$ cat config.mk
export PLATFORM = sky130hd
export DESIGN_NAME = product_bcd_display
export DESIGN_NICKNAME = d
export VERILOG_FILES = /design/src/rtl/product_bcd_display_pkg.sv /design/src/rtl/product_bcd_display_seg7_decoder.sv /design/src/rtl/product_bcd_display.sv
export SDC_FILE = /design/constraint.sdc
export NUM_CORES = 1
export LEC_CHECK = 0
export BUFFER_PORTS_ARGS = -buffer_cell sky130_fd_sc_hd__buf_2
export CORE_MARGIN = 10
export CORE_UTILIZATION = 54
export DETAILED_ROUTE_END_ITERATION = 8
export GPL_TIMING_DRIVEN = 1
export HOLD_SLACK_MARGIN = 0.12
export PLACE_DENSITY = 0.75
export SYNTH_ARGS = -nofsm -noshare
export SYNTH_HDL_FRONTEND = slang
export SYNTH_SLANG_ARGS = --single-unit
$ cat constraint.sdc
create_clock -name clk -period 2.38 [get_ports clk]
set_input_delay 0.476 -clock clk [delete_from_list [all_inputs] [get_ports clk]]
set_output_delay 0.476 -clock clk [all_outputs]
set_load 0.05 [all_outputs]
$ cat src/rtl/product_bcd_display_pkg.sv
// Shared definitions for the product BCD display stage: FSM states,
// active-low seven-segment patterns, field widths and the BCD adjust helper.
// Optional feature macro: PRODUCT_DISPLAY_BLANK_EN (leading-zero blanking).
package product_bcd_display_pkg;

    localparam int unsigned BCD_W   = 4;
    localparam int unsigned PROD_W  = 6;
    localparam int unsigned SHIFT_W = 2 * BCD_W + PROD_W;

    typedef enum logic [1:0] {
        IDLE  = 2'd0,
        SHIFT = 2'd1,
        DONE  = 2'd2
    } state_t;

    // Active-low segments, bit0=a .. bit6=g
    localparam logic [6:0] SEG_BLANK = 7'b1111111;
    localparam logic [6:0] SEG_0     = 7'b1000000;
    localparam logic [6:0] SEG_1     = 7'b1111001;
    localparam logic [6:0] SEG_2     = 7'b0100100;
    localparam logic [6:0] SEG_3     = 7'b0110000;
    localparam logic [6:0] SEG_4     = 7'b0011001;
    localparam logic [6:0] SEG_5     = 7'b0010010;
    localparam logic [6:0] SEG_6     = 7'b0000010;
    localparam logic [6:0] SEG_7     = 7'b1111000;
    localparam logic [6:0] SEG_8     = 7'b0000000;
    localparam logic [6:0] SEG_9     = 7'b0010000;

    // Double-dabble correction: a nibble of 5 or more gets +3 before the shift
    function automatic logic [BCD_W-1:0] bcd_adj(input logic [BCD_W-1:0] d);
        if (d >= 4'd5)
            return d + 4'd3;
        else
            return d;
    endfunction

endpackage

$ cat src/rtl/product_bcd_display_seg7_decoder.sv
// Combinational BCD digit to active-low seven-segment decoder.
// Codes above 9 cannot occur from the converter and decode to blank.
import product_bcd_display_pkg::*;

module seg7_decoder (
    input  logic [3:0] bcd,
    output logic [6:0] seg
);

    // Pattern lookup for one BCD digit
    always_comb begin
        seg = SEG_BLANK;
        case (bcd)
            4'd0:    seg = SEG_0;
            4'd1:    seg = SEG_1;
            4'd2:    seg = SEG_2;
            4'd3:    seg = SEG_3;
            4'd4:    seg = SEG_4;
            4'd5:    seg = SEG_5;
            4'd6:    seg = SEG_6;
            4'd7:    seg = SEG_7;
            4'd8:    seg = SEG_8;
            4'd9:    seg = SEG_9;
            default: seg = SEG_BLANK;
        endcase
    end

endmodule

$ cat src/rtl/product_bcd_display.sv
// Display stage for the 3x3 multiplier: captures the product on a rising
// edge of done, converts it to two BCD digits with a sequential
// shift-and-add-3 engine and drives a multiplexed two-digit active-low
// seven-segment display.
// Optional feature macro: PRODUCT_DISPLAY_BLANK_EN blanks a leading zero
// in the tens position.
import product_bcd_display_pkg::*;

module product_bcd_display #(
    parameter int unsigned REFRESH_BITS = 17
) (
    input  logic                clk,
    input  logic                reset,
    input  logic [PROD_W-1:0]   product,
    input  logic                done,
    output logic [6:0]          seg,
    output logic [1:0]          an,
    output logic                busy,
    output logic                updated
);

    state_t               state;
    state_t               state_nxt;

    logic                 done_d;
    logic                 capture;
    logic                 pending;
    logic [PROD_W-1:0]    pend_val;
    logic [PROD_W-1:0]    load_val;

    logic [SHIFT_W-1:0]   sreg;
    logic [SHIFT_W-1:0]   sreg_adj;
    logic [2:0]           cnt;

    logic                 load;
    logic                 shift_en;
    logic                 commit;

    logic [BCD_W-1:0]     disp_tens;
    logic [BCD_W-1:0]     disp_ones;
    logic [BCD_W-1:0]     tens_nxt;
    logic [BCD_W-1:0]     ones_nxt;

    logic [REFRESH_BITS-1:0] refresh;
    logic                 wrap;
    logic                 sel;
    logic                 sel_nxt;
    logic [BCD_W-1:0]     digit;
    logic [6:0]           dec_seg;
    logic [6:0]           seg_nxt;

    assign capture = done & ~done_d;

    // State register
    always_ff @(posedge clk) begin
        if (reset)
            state <= IDLE;
        else
            state <= state_nxt;
    end

    // Next-state logic: six shifts per conversion, one commit cycle
    always_comb begin
        state_nxt = state;
        case (state)
            IDLE:    if (capture || pending) state_nxt = SHIFT;
            SHIFT:   if (cnt == 3'd5)        state_nxt = DONE;
            DONE:    state_nxt = IDLE;
            default: state_nxt = IDLE;
        endcase
    end

    // FSM outputs and datapath controls
    always_comb begin
        busy     = (state == SHIFT) || (state == DONE);
        load     = (state == IDLE) && (capture || pending);
        shift_en = (state == SHIFT);
        commit   = (state == DONE);
        // a fresh edge in IDLE is newer than anything held pending
        load_val = capture ? product : pend_val;
    end

    // Add-3 correction on both BCD nibbles ahead of the shift
    always_comb begin
        sreg_adj = {bcd_adj(sreg[SHIFT_W-1 -: BCD_W]),
                    bcd_adj(sreg[PROD_W+BCD_W-1 -: BCD_W]),
                    sreg[PROD_W-1:0]};
    end

    // Conversion datapath, capture tracking and committed digits
    always_ff @(posedge clk) begin
        if (reset) begin
            done_d    <= 1'b0;
            pending   <= 1'b0;
            pend_val  <= '0;
            sreg      <= '0;
            cnt       <= '0;
            disp_tens <= '0;
            disp_ones <= '0;
            updated   <= 1'b0;
        end else begin
            done_d  <= done;
            updated <= commit;

            if (load) begin
                sreg    <= {{(2 * BCD_W){1'b0}}, load_val};
                cnt     <= '0;
                pending <= 1'b0;
            end else if (shift_en) begin
                sreg <= {sreg_adj[SHIFT_W-2:0], 1'b0};
                cnt  <= cnt + 3'd1;
            end

            // an edge while busy is parked; a later one overwrites it
            if (capture && (state != IDLE)) begin
                pending  <= 1'b1;
                pend_val <= product;
            end

            if (commit) begin
                disp_tens <= sreg[SHIFT_W-1 -: BCD_W];
                disp_ones <= sreg[PROD_W+BCD_W-1 -: BCD_W];
            end
        end
    end

    // Digit mux driven by next-cycle select/digits so seg/an can be registered
    always_comb begin
        wrap     = &refresh;
        sel_nxt  = sel ^ wrap;
        tens_nxt = commit ? sreg[SHIFT_W-1 -: BCD_W] : disp_tens;
        ones_nxt = commit ? sreg[PROD_W+BCD_W-1 -: BCD_W] : disp_ones;
        digit    = sel_nxt ? tens_nxt : ones_nxt;
    end

    seg7_decoder u_dec (
        .bcd (digit),
        .seg (dec_seg)
    );

    // Leading-zero blanking on the tens position when enabled
    always_comb begin
`ifdef PRODUCT_DISPLAY_BLANK_EN
        if (sel_nxt && (tens_nxt == '0))
            seg_nxt = SEG_BLANK;
        else
            seg_nxt = dec_seg;
`else
        seg_nxt = dec_seg;
`endif
    end

    // Refresh counter, digit select and registered display outputs
    always_ff @(posedge clk) begin
        if (reset) begin
            refresh <= '0;
            sel     <= 1'b0;
            seg     <= SEG_0;
            an      <= 2'b10;
        end else begin
            refresh <= refresh + REFRESH_BITS'(1);
            sel     <= sel_nxt;
            seg     <= seg_nxt;
            an      <= sel_nxt ? 2'b01 : 2'b10;
        end
    end

endmodule

==> flow_metrics.py <==
metrics = {
    "clock_network": {
        "cts.sinks": 62,
        "cts_buffers": 9,
        "clkTransAtPathRegs_ns": 0.07,
        "ctsHoldBuffers": 0,
        "cts_tree": "yes",
        "cts_buffer_depth": 2,
        "h-tree-depth": 3,
        "clk_latency_ns": 0.35,
        "root_buffer": "clkbuf_8",
    },
    "die": {
        "start_util_pct": 55.7,
        "die_w_um": 92.6,
        "die_area_um2": 8570,
        "die_y_um": 92.6,
        "io_pins": 20,
        "num_rows": 26,
        "core_um2": 5110,
    },
    "layout": {
        "diodes": 0,
        "multi_input_area_um2": 1540,
        "fin_nets": 374,
        "drive_above_1_share_pct": 26.3,
        "fillers": 410,
        "syn_to_final_growth_pct": 24.2,
        "seq_area_um2": 1250,
        "fin_cells": 424,
    },
    "run_status": {
        "violations": "negative setup slack",
        "status": "complete, but fails checks",
    },
    "timing": {
        "finalMaxSlewViolations": 0,
        "finalClockSkew_ns": 0.00461,
        "post-route-min-period_ns": 2.45,
        "relSlewSlack_pct": 72.9,
        "hold_viol": 0,
        "tightest_slew_ns": 0.403,
        "finalWorstSetupSlack_ns": -0.0722,
        "period_share_pct": 103,
        "report.final.setup_viol": 3,
        "timing.hold.ws_ns": 0.351,
        "max_clock_freq_ghz": 0.408,
        "rsz0062_at_grt": "true",
        "tns_ns": -0.137,
    },
    "grt": {
        "grtUsageTotal_pct": 13.9,
        "grt_max_degree": 30,
        "grt_pass1_wl_um": 9690,
        "overflow": 0,
        "grt_pass1_vias": 2171,
        "antenna_found_initial": 0,
    },
    "synth": {
        "synth.most_common_cell": "dfxtp_1",
        "synth.area.top_cells": "dfxtp_1 (44%), mux2i_1 (8.4%), ha_1 (7.0%)",
        "synth_cell_types": 33,
        "yosysTopAreaCell": "dfxtp_1",
        "netlist_area_um2": 2840,
        "synthFlopType": "dfxtp_1",
        "async_flop_share_pct": 0,
        "synth_nets": 327,
        "ys_top_cells_by_count": "dfxtp_1 (62), nor2_1 (43), mux2i_1 (24)",
        "synth_edf_count": 0,
        "yosys_warnings": 0,
        "syn-instance-count": 302,
        "ys_seq_elements": 62,
        "synth_top_cell_area_share_pct": 43.6,
        "synth.avg_cell_area_um2": 9.42,
        "ys_seq_area_share_pct": 43.6,
    },
    "worst_hold_path": {
        "min_path_type": "in -> reg",
        "hold_path.startpoint": "done",
    },
    "routing": {
        "ant_nets": 0,
        "drt-total-wl_um": 5480,
        "firstDrtPassIters": 4,
        "routed_via_density": 5.05,
        "drt_iter0_drc": 63,
        "top_layer": "met4",
        "drc_errors": 0,
        "wl_per_cell_um": 12.9,
        "wl_met3_um": 284,
        "wl_met1_um": 2330,
        "vias": 2142,
        "wl_met2_um": 2780,
    },
    "power_and_ir_drop": {
        "power.leakage_nw": 1.43,
        "finalPower_mw": 2.75,
        "power_density_nw_per_um2": 778,
        "peakVddDrop_mv": 0.629,
    },
    "worst_setup_path": {
        "cpLargestDelayFamily": "multiplexers",
        "crit_start": "refresh[4]",
        "cp_cell_sequence": "nand4_1 > nor3_2 > and3_4 > ha_4 > xnor2_4 > mux4_2 > mux2_4 > a221oi_2",
        "r2r-start": "refresh[4]",
        "critPathCaptureType": "flop",
        "crit_buf_inv": 0,
        "crit_type": "reg -> reg",
        "cp_max_fo": 7,
        "cpPeakStageDelay_ns": 0.60,
        "worstPathRequired_ns": 2.64,
        "slowest_stage": "mux4_2",
        "arrival_ns": 2.72,
        "start_kind": "flop",
    },
    "placement": {
        "portBuffers": 19,
        "gp_congestion": 0.823,
        "place_inst": 405,
        "dp_hpwl_um": 3820,
    },
    "run": {
        "cap_violations": 0,
    },
}
where the power goes:
part,switching (mW),internal [mW]
combinational,0.260,0.186
sequential,0.0343,1.10
clock,0.418,0.752
total,0.711,2.04
per-stage QoR:
step / utilization, % / setup slack (ns) / instance area, µm²
after global placement: 63.2 / 0.00338 / 3230
after floorplan: - / -0.0257 / 2890
after detailed placement: 63.2 / -0.0752 / 3230
after CTS: 68.4 / -0.0551 / 3490
after global routing: 69.2 / -0.186 / 3530
final: 69.2 / -0.0722 / 3530
metal layers:
metal  vias to the layer above  track usage [%]
li1                       1112                -
met1                       988             15.0
met2                        34             23.6
met3                         8             6.38
met4                         0             4.88
met5                         -                0
sequential cells by signal (all words and copies together), names as in the netlist, 2 cells and up:
register   cells
an             2
cnt            3
disp_ones      4
disp_tens      4
pend_val       6
refresh       17
seg            7
sreg          14
state          2
kinds of logic after synthesis:
group,count (synthesis),synth area share [%]
xor+xnor,21,6.73
compound gates,40,8.89
flops,62,43.6
fa+ha+maj,16,7.04
mux,29,12.5
buf+inv,32,4.49
simple gates,102,16.7
worst paths after layout:
| kind | end | slack, ns | depth (start not counted) |
|---|---|---|---|
| max | seg[4] | -0.07 | 8 |
| min | done_d | 0.35 | 2 |
| max reg2reg | seg[4] | -0.07 | 8 |
| min reg2reg | disp_ones[0] | 0.49 | 2 |
cell type report:
class	count	area share, %
multi-input cells	208	43.6
flip-flops and latches	62	35.5
repair buffers	50	9.28
clock buffers	11	4.29
clock inverters	5	2.98
well taps	70	2.48
inverters	18	1.91
cell usage in the layout (no fill, tap or decap), drive strengths merged, types with 2 or more instances in the layout:
cell,count
dfxtp,62
buf,50
nor2,43
mux2i,24
inv,18
nand2,16
a21oi,16
ha,16
a211oi,14
xor2,11
nor2b,11
clkbuf,11
xnor2,10
nand3,9
o21ai,6
nor3,6
nand2b,4
nand4,4
or2,4
mux4,4
bufinv,3
clkinvlp,2
and3,2
timing repair:
| item | in CTS | in global routing |
|---|---|---|
| endpoints found under the hold margin | 0 | 0 |
| endpoints found under the setup margin | 6 | 7 |
| buffers inserted | 0 | 3 |
| resized for setup | 4 | 6 |
| cloned | 0 | 0 |
| pin swaps | 1 | 2 |
worst reg2reg max path: cells and delay by family (launching register included):
| family | cells | cell delay [ns] |
|---|---|---|
| xor gates and xnor gates | 1 | 0.16 |
| adders and majority gates | 1 | 0.16 |
| DFF | 1 | 0.33 |
| and+or+nand+nor | 3 | 0.59 |
| AOI/OAI and AO/OA | 1 | 0.21 |
| muxes | 2 | 0.93 |
Power figures use the tool's default switching activity.
